`src/rtl/intpol2_job_sched.sv`:
```
// intpol2_job_sched: queues interpolator job descriptors, drives the core config/start,
// supervises done/stall with a watchdog and emits a completion record per job.
module intpol2_job_sched #(
  parameter int DATA_WIDTH = 32,
  parameter int DEPTH      = 4,
  parameter int TO_W       = 16
) (
  input  logic                      clk,
  input  logic                      rstn,
  input  logic                      job_valid,
  output logic                      job_ready,
  input  logic                      job_bypass,
  input  logic [DATA_WIDTH-1:0]     job_ix,
  input  logic [DATA_WIDTH-1:0]     job_ix2,
  input  logic [DATA_WIDTH-1:0]     job_len,
  input  logic [TO_W-1:0]           timeout_lim,
  input  logic                      abort,
  input  logic [7:0]                status_reg,
  output logic [4*DATA_WIDTH-1:0]   config_reg,
  output logic                      start,
  output logic                      core_rst,
  output logic                      cmpl_valid,
  output logic [1:0]                cmpl_code,
  output logic                      sched_busy,
  output logic [$clog2(DEPTH+1)-1:0] pending
);
  localparam int EW = 3*DATA_WIDTH+1;
  localparam int PW = $clog2(DEPTH);
  localparam int CW = $clog2(DEPTH+1);
  typedef enum logic [2:0] {S_IDLE, S_LOAD, S_START, S_ACK, S_RUN, S_BYP, S_CMPL, S_ERR} state_t;
  state_t r_state, w_next;
  logic [EW-1:0]         r_mem [DEPTH];
  logic [EW-1:0]         w_head;
  logic [PW-1:0]         r_wr, r_rd;
  logic [CW-1:0]         r_cnt;
  logic [TO_W-1:0]       r_wd, w_wd, w_wd_inc;
  logic [DATA_WIDTH-1:0] r_byp, w_byp;
  logic [1:0]            r_code, w_code;
  logic                  r_err;
  logic                  w_push, w_pop, w_done, w_busy, w_stall, w_to, w_unused;
  assign w_done    = status_reg[0];
  assign w_busy    = status_reg[1];
  assign w_stall   = status_reg[2] | status_reg[3];
  assign w_unused  = ^status_reg[7:4];
  assign job_ready = r_cnt < CW'(DEPTH);
  assign w_push    = job_valid & job_ready;
  assign w_pop     = r_state == S_IDLE && r_cnt != '0;
  assign w_head    = r_mem[r_rd];
  assign w_wd_inc  = &r_wd ? r_wd : r_wd + TO_W'(1);
  assign w_to      = timeout_lim != '0 && w_wd_inc >= timeout_lim;
  assign start      = r_state == S_START;
  assign core_rst   = r_state == S_ERR;
  assign cmpl_valid = r_state == S_CMPL;
  assign cmpl_code  = r_code;
  assign sched_busy = r_state != S_IDLE;
  assign pending    = r_cnt;
  always_comb begin
    w_next = r_state;
    w_code = r_code;
    w_wd   = r_wd;
    w_byp  = r_byp;
    case (r_state)
      S_IDLE:  w_next = w_pop ? S_LOAD : S_IDLE;
      S_LOAD: begin
        w_byp  = config_reg[4*DATA_WIDTH-1:3*DATA_WIDTH];
        w_next = config_reg[0] ? S_BYP : S_START;
      end
      S_START: begin
        w_wd   = '0;
        w_next = S_ACK;
      end
      S_ACK: begin
        w_wd = w_wd_inc;
        if (w_done) begin
          w_next = S_CMPL;
          w_code = 2'd0;
        end else if (w_to) begin
          w_next = S_CMPL;
          w_code = 2'd1;
        end else if (w_busy) begin
          w_next = S_RUN;
          w_wd   = '0;
        end
      end
      S_RUN: begin
        w_wd = w_stall ? w_wd_inc : '0;
        if (w_done) begin
          w_next = S_CMPL;
          w_code = 2'd0;
        end else if (w_stall && w_to) begin
          w_next = S_CMPL;
          w_code = 2'd1;
        end
      end
      S_BYP: begin
        w_byp = r_byp - DATA_WIDTH'(1);
        if (r_byp <= DATA_WIDTH'(1)) begin
          w_next = S_CMPL;
          w_code = 2'd0;
        end
      end
      S_CMPL:  w_next = r_code != 2'd0 ? S_ERR : S_IDLE;
      S_ERR:   w_next = r_err ? S_IDLE : S_ERR;
    endcase
    if (abort && r_state inside {S_LOAD, S_START, S_ACK, S_RUN, S_BYP}) begin
      w_next = S_CMPL;
      w_code = 2'd2;
    end
  end
  always_ff @(posedge clk) begin
    if (w_push) r_mem[r_wr] <= {job_bypass, job_ix, job_ix2, job_len};
  end
  always_ff @(posedge clk) begin
    if (rstn) begin
      r_state    <= S_IDLE;
      r_wr       <= '0;
      r_rd       <= '0;
      r_cnt      <= '0;
      r_wd       <= '0;
      r_byp      <= '0;
      r_code     <= '0;
      r_err      <= 1'b0;
      config_reg <= '0;
    end else begin
      r_state <= w_next;
      r_wd    <= w_wd;
      r_byp   <= w_byp;
      r_code  <= w_code;
      r_err   <= r_state == S_ERR && !r_err;
      r_cnt   <= r_cnt + CW'(w_push) - CW'(w_pop);
      if (w_push) r_wr <= r_wr == PW'(DEPTH-1) ? '0 : r_wr + PW'(1);
      if (w_pop) begin
        r_rd       <= r_rd == PW'(DEPTH-1) ? '0 : r_rd + PW'(1);
        config_reg <= {w_head[DATA_WIDTH-1:0], w_head[2*DATA_WIDTH-1:DATA_WIDTH],
                       w_head[3*DATA_WIDTH-1:2*DATA_WIDTH], {(DATA_WIDTH-1){1'b0}}, w_head[EW-1]};
      end else if (r_state == S_CMPL && r_code != 2'd0) begin
        config_reg <= '0;
      end
    end
  end
endmodule

```
`config.mk`:
```
export PLATFORM = sky130hd
export DESIGN_NAME = intpol2_job_sched
export DESIGN_NICKNAME = d
export VERILOG_FILES = /design/src/rtl/intpol2_job_sched.sv
export SDC_FILE = /design/constraint.sdc
export NUM_CORES = 1
export LEC_CHECK = 0
export BUFFER_PORTS_ARGS = -buffer_cell sky130_fd_sc_hd__clkbuf_2
export CAP_MARGIN = 20
export CORE_MARGIN = 3
export CORE_UTILIZATION = 45
export CTS_CLUSTER_SIZE = 10
export DETAILED_ROUTE_END_ITERATION = 6
export GPL_TIMING_DRIVEN = 0
export PLACE_DENSITY = 0.75
export SLEW_MARGIN = 0
export SYNTH_ARGS = -nofsm -noshare
export SYNTH_HDL_FRONTEND = slang
export SYNTH_SLANG_ARGS = --single-unit
```
`constraint.sdc`:
```
create_clock -name clk -period 3.96 [get_ports clk]
set_input_delay 0.594 -clock clk [delete_from_list [all_inputs] [get_ports clk]]
set_output_delay 0.594 -clock clk [all_outputs]
set_load 0.05 [all_outputs]
```
* Word level (Yosys, flattened, before mapping) *
Memory sizes are Yosys's and may differ from the RTL's. A register that Yosys moved wholly into a read port is not among the register bits.
Cells that the tools add are included.

cells by class
  reduce and logical (&&, ||, !) cells = 24
  $add $sub $neg = 6
  divide/modulo/power cells = 0
  equal/unequal tests = 17
  mux-type cells = 34
  multiply operators = 0
  $lt $le $gt $ge = 3
  shift operators = 0
  bitwise logic cells = 2

operators with widths
  kind                     number
  $mux W128                2
  $mux W16                 5
  $pmux W32 S2             1
  $pmux W16 S3             1
  $le A32 B1 Y1 const B    1
  $sub A32 B1 Y32 const B  1
  $mux W3                  10
  $pmux W3 S8              1
  $mux W2                  10
  $add A16 B1 Y16 const B  1
  $ge A16 B16 Y1           1
  $reduce_and A16 Y1       1
  $reduce_bool A16 Y1      1
  $eq A3 B3 Y1 const B     4
  $reduce_bool A3 Y1       4
  $ne A4 B3 Y1 const B     2
  $reduce_and A4 Y1        2
  $eq A3 B2 Y1 const B     2
  $logic_and A1 B1 Y1      6
  $ne A3 B3 Y1 const B     2
  $pmux W2 S3              1
  $reduce_and A3 Y1        2
  $reduce_bool A2 Y1       3
  $ne A5 B4 Y1 const B     1
  17 further kinds         21

word-level totals
  bits in latches = 0
  bits in writable memories = 388
  memories = 1
  word-level logic and storage cells = 98
  output and inout bits = 138
  memory bits (read-only) = 0
  input bits = 125
  register bits = 158

memories
  name   depth  width  read ports  clocked after Yosys merged registers in  write ports  RTL line  source
  r_mem  4      97     1           1                                        1            32        logic [EW-1:0] r_mem [DEPTH];

* Logic depth before layout (Yosys ltp) *
  depth in word-level cells = 9
  depth in mapped cells = 14
  depth with buffers taken out = 12

* Worst setup path after synthesis *
No wires, ideal clock.

  path type = input to register
  start point = in job_valid
  end point = mem r_mem[1][0] (netlist bit) (enable)
  required time = 3.493 ns
  arrival = 3.165 ns
  stages = 2
  buffers on the path = 0
  slack = 0.328 ns
  setup time = 0.467 ns
  path through = nor2b_1 and2_1

between the ends
  word-level cells in the longest chain between the ends = 3

ends and longest elaborated chain
  what                           RTL line  source
  start: declaration             10        input logic job_valid,
  $and A1 B1 Y1                  46        assign w_push = job_valid & job_ready;
  $mux W1                        111       if (w_push) r_mem[r_wr] <= {job_bypass, job_ix, job_ix2, job_len};
  $mux W1 (implied by the code)  111
  end: declaration               32

No other way between the ends.

* Worst setup path after layout *
  start point = reg r_wd[0]
  end point = reg r_wd[13]

between the ends
  word-level cells in the longest chain between the ends = 7
  elaborated cells on any way between the ends = 10
  classes of those cells = add/sub (1); order compare (1); mux (6); reduce/logical (2)

ends and longest elaborated chain
  what                                                          RTL line  source
  start: declaration                                            36        logic [TO_W-1:0] r_wd, w_wd, w_wd_inc;
  start signal: assignment                                      126       r_wd <= w_wd;
  $add A16 B1 Y16 / $reduce_and A16 Y1 (equally long branches)  49        assign w_wd_inc = &r_wd ? r_wd : r_wd + TO_W'(1);
  $mux W16 *                                                    49
  $ge A16 B16 Y1                                                50        assign w_to = timeout_lim != '0 && w_wd_inc >= timeout_lim;
  $logic_and A1 B1 Y1                                           50
  $mux W16                                                      77        end else if (w_to) begin
  $mux W16                                                      74        if (w_done) begin
  $pmux W16 S3 *                                                62        case (r_state)

Mark *: on every way between the ends. The rest lies on a longest branch, timed or not.
A chain may end at the register's enable or synchronous reset.

==> run metrics <==
register area share after synthesis=0.685; core box area=around 47000 um^2; Critical Path Start Type=flop; vias in the first global route=14000; top layer in use=met5; FF+latch count, synth=roughly 550; die height=between 200 and 250 um; initial antenna violation count=9; Bufs on Longest Clock Path=3; Comb power frac=0.346; Min Clock Period, post-route=3720 ps; Die Area=about 51000 um^2; Fillers=~3800; WS Path Type=reg -> reg; Yosys Warn Count=0; Top FF cell, synth=edfxtp_1; Switching Fraction=0.376; VDD IR-drop max=0.000531 V; remaining antenna violation count=0; row cnt=79; M1 wire length=20200 um; max-cap check violation count=0; clk slew on worst S/H paths=60 ps; largest net degree at the start of global routing=56; EDFF count, synth=a little under 400; max FFs per register=roughly 390; Post-synth ARST share=0; first-pass GRT wire length=~80000 um; Worst slew margin=0.371; grt ovf=0; final hold violation count=0; max-slew violation count=0; WL met3=between 4000 and 5000 um; final setup fails=0; Sink Count=roughly 550; worst min path class=in -> reg; Crit. End Element=flop; Area Overhead vs Synth=19.5%; synth top area cells=edfxtp_1, dfxtp_1, mux4_2, a22oi_1, nor2_1; Tot GR Track Use=0.205; Leak Pwr=9.28 nW; Hold-fix buffers, CTS=0; Gate Count Post-Synth=between 1000 and 1500; Die X=225 um; synth unique cells=just under 70; Storage cell area=between 10000 and 15000 um^2; share of cells above drive strength 1=0.265; Slew @ Worst Pin=944 ps; WP data required=around 4400 ps; routed wl met2=25400 um; Num CTS Buffers=66; P_sw=~7.6 mW; Post-synth top cells=edfxtp_1, nor2_1, dfxtp_1; final core utilization=0.550; Power Dens Cells=a little under 800 nW/um^2; fin nets=1922; top-count cell post-synth=edfxtp_1; worst hold slack=231 ps; Synth top area share=0.538; DRC Markers=0; DP HPWL=34100 um; starting density of the core=0.461; CTS tree=built; worst-skew pair later-pin latency=between 500 and 600 ps; Root Buffer=clkbuf_16; Worst Skew=between 20 and 25 ps; f_max=between 0.2 and 0.3 GHz; area of the mapped netlist=approximately 22000 um^2; 1st-pass router iterations=6; Clk pwr share=0.272; final wirelength=approximately 52000 um; H-tree levels=3; Reg power frac=0.382; P_int=12.6 mW; Top-Level Pins=around 260; Initial DRC Count=1043; period utilization=0.940; Max Fanout on Critical Path=10; I/O Buffers=226; WL per Instance=roughly 21 um; status=complete, no violations; Syn Area/Cell=between 15 and 20 um^2; GPL Wtd Cong=a little under 0.9; Via-to-Cell Ratio=5.63; Multi-input gate area=roughly 6300 um^2; via count=approximately 14000; post-synth top area cell=edfxtp_1; Crit path arrival time=4150 ps
-- cell families after synthesis --
logic type / Yosys count / share of synthesized area
DFF: 548 / 0.685
and+or+nand+nor: 345 / 0.0746
AOI/OAI and AO/OA: 243 / 0.0784
buffers and inverters: 145 / 0.0306
muxes: 120 / 0.112
adders and majority gates: 27 / 0.0159
xor gates and xnor gates: 8 / 0.00323
other: 1 / 0.000173
-- power groups by stage --
stage,combinational (mW),clock (mW),sequential [mW]
after CTS,7.03,5.62,7.69
final,6.99,5.49,7.69
after detailed placement,6.99,0,7.79
after global routing,7.52,5.84,7.77
after global placement,6.78,0,7.81
after floorplan,3.55,0,9.18
-- routing by layer --
layer  up-vias  GRT usage
li1       6216          -
met1      6762      0.251
met2       556      0.340
met3       130     0.0602
met4        14     0.0855
met5         -          0
-- cell usage in the layout (no fill, tap or decap), drive strengths merged, types with 15 or more instances in the layout --
cell,count
nor3,23
clkbuf,408
conb,31
nor2,167
nand2,59
mux2i,18
o21ai,29
edfxtp,388
a21oi,42
inv,32
ha,26
mux4,97
buf,53
dfxtp,160
nor4,15
a22oi,106
-- worst max-delay path, cell delays in order, from the launching register on --
cell and delay, ps:
dfxtp_1 450, ha_1 300, nand3_2 230, or3_1 460, mux2_2 340, ha_1 300, a31oi_1 200, nor2b_1 70
o211ai_1 300, buf_4 180, a41oi_4 170, buf_2 260, o21ai_0 230, a21oi_1 90
-- final cells by class --
type | instances | area share
well taps | 607 | 0.0293
clock inverters | 7 | 0.00295
repair buffers | 235 | 0.0498
diodes | 1 | 0.0000966
clock buffers | 111 | 0.0735
plain buffers | 115 | 0.0215
multi-input cells | 774 | 0.245
flip-flops and latches | 548 | 0.574
inverters | 30 | 0.00435
-- per-stage QoR --
step / power (mW) / area [um^2] / cells / TNS (ps) / setup slack (ps)
after detailed placement: 14.8 / 23800 / 2306 / -5470 / -476
final: 20.2 / 25900 / 2428 / 0 / 239
after CTS: 20.3 / 25800 / 2424 / 0 / 1.42
after global placement: 14.6 / 23700 / 2300 / -649850 / -1690
after global routing: 21.1 / 25900 / 2427 / -22.8 / -22.8
after floorplan: 12.7 / 21800 / 1467 / 0 / 328
-- final timing paths --
kind	from	to	slack, ps	depth (start not counted)
worst max register to register	r_wd[0]	r_wd[13]	240	13
worst max-delay path	r_wd[0]	r_wd[13]	240	13
worst min-delay path	job_ix[4]	r_mem[1][68]	230	1
worst min register to register	r_err	r_err	420	1
-- timing repair --
item	CTS	global route
gates resized for setup	4	13
cloned	0	0
endpoints found under the setup margin	19	20
pin swaps	0	2
setup buffers	0	3
Power figures use the tool's default switching activity.
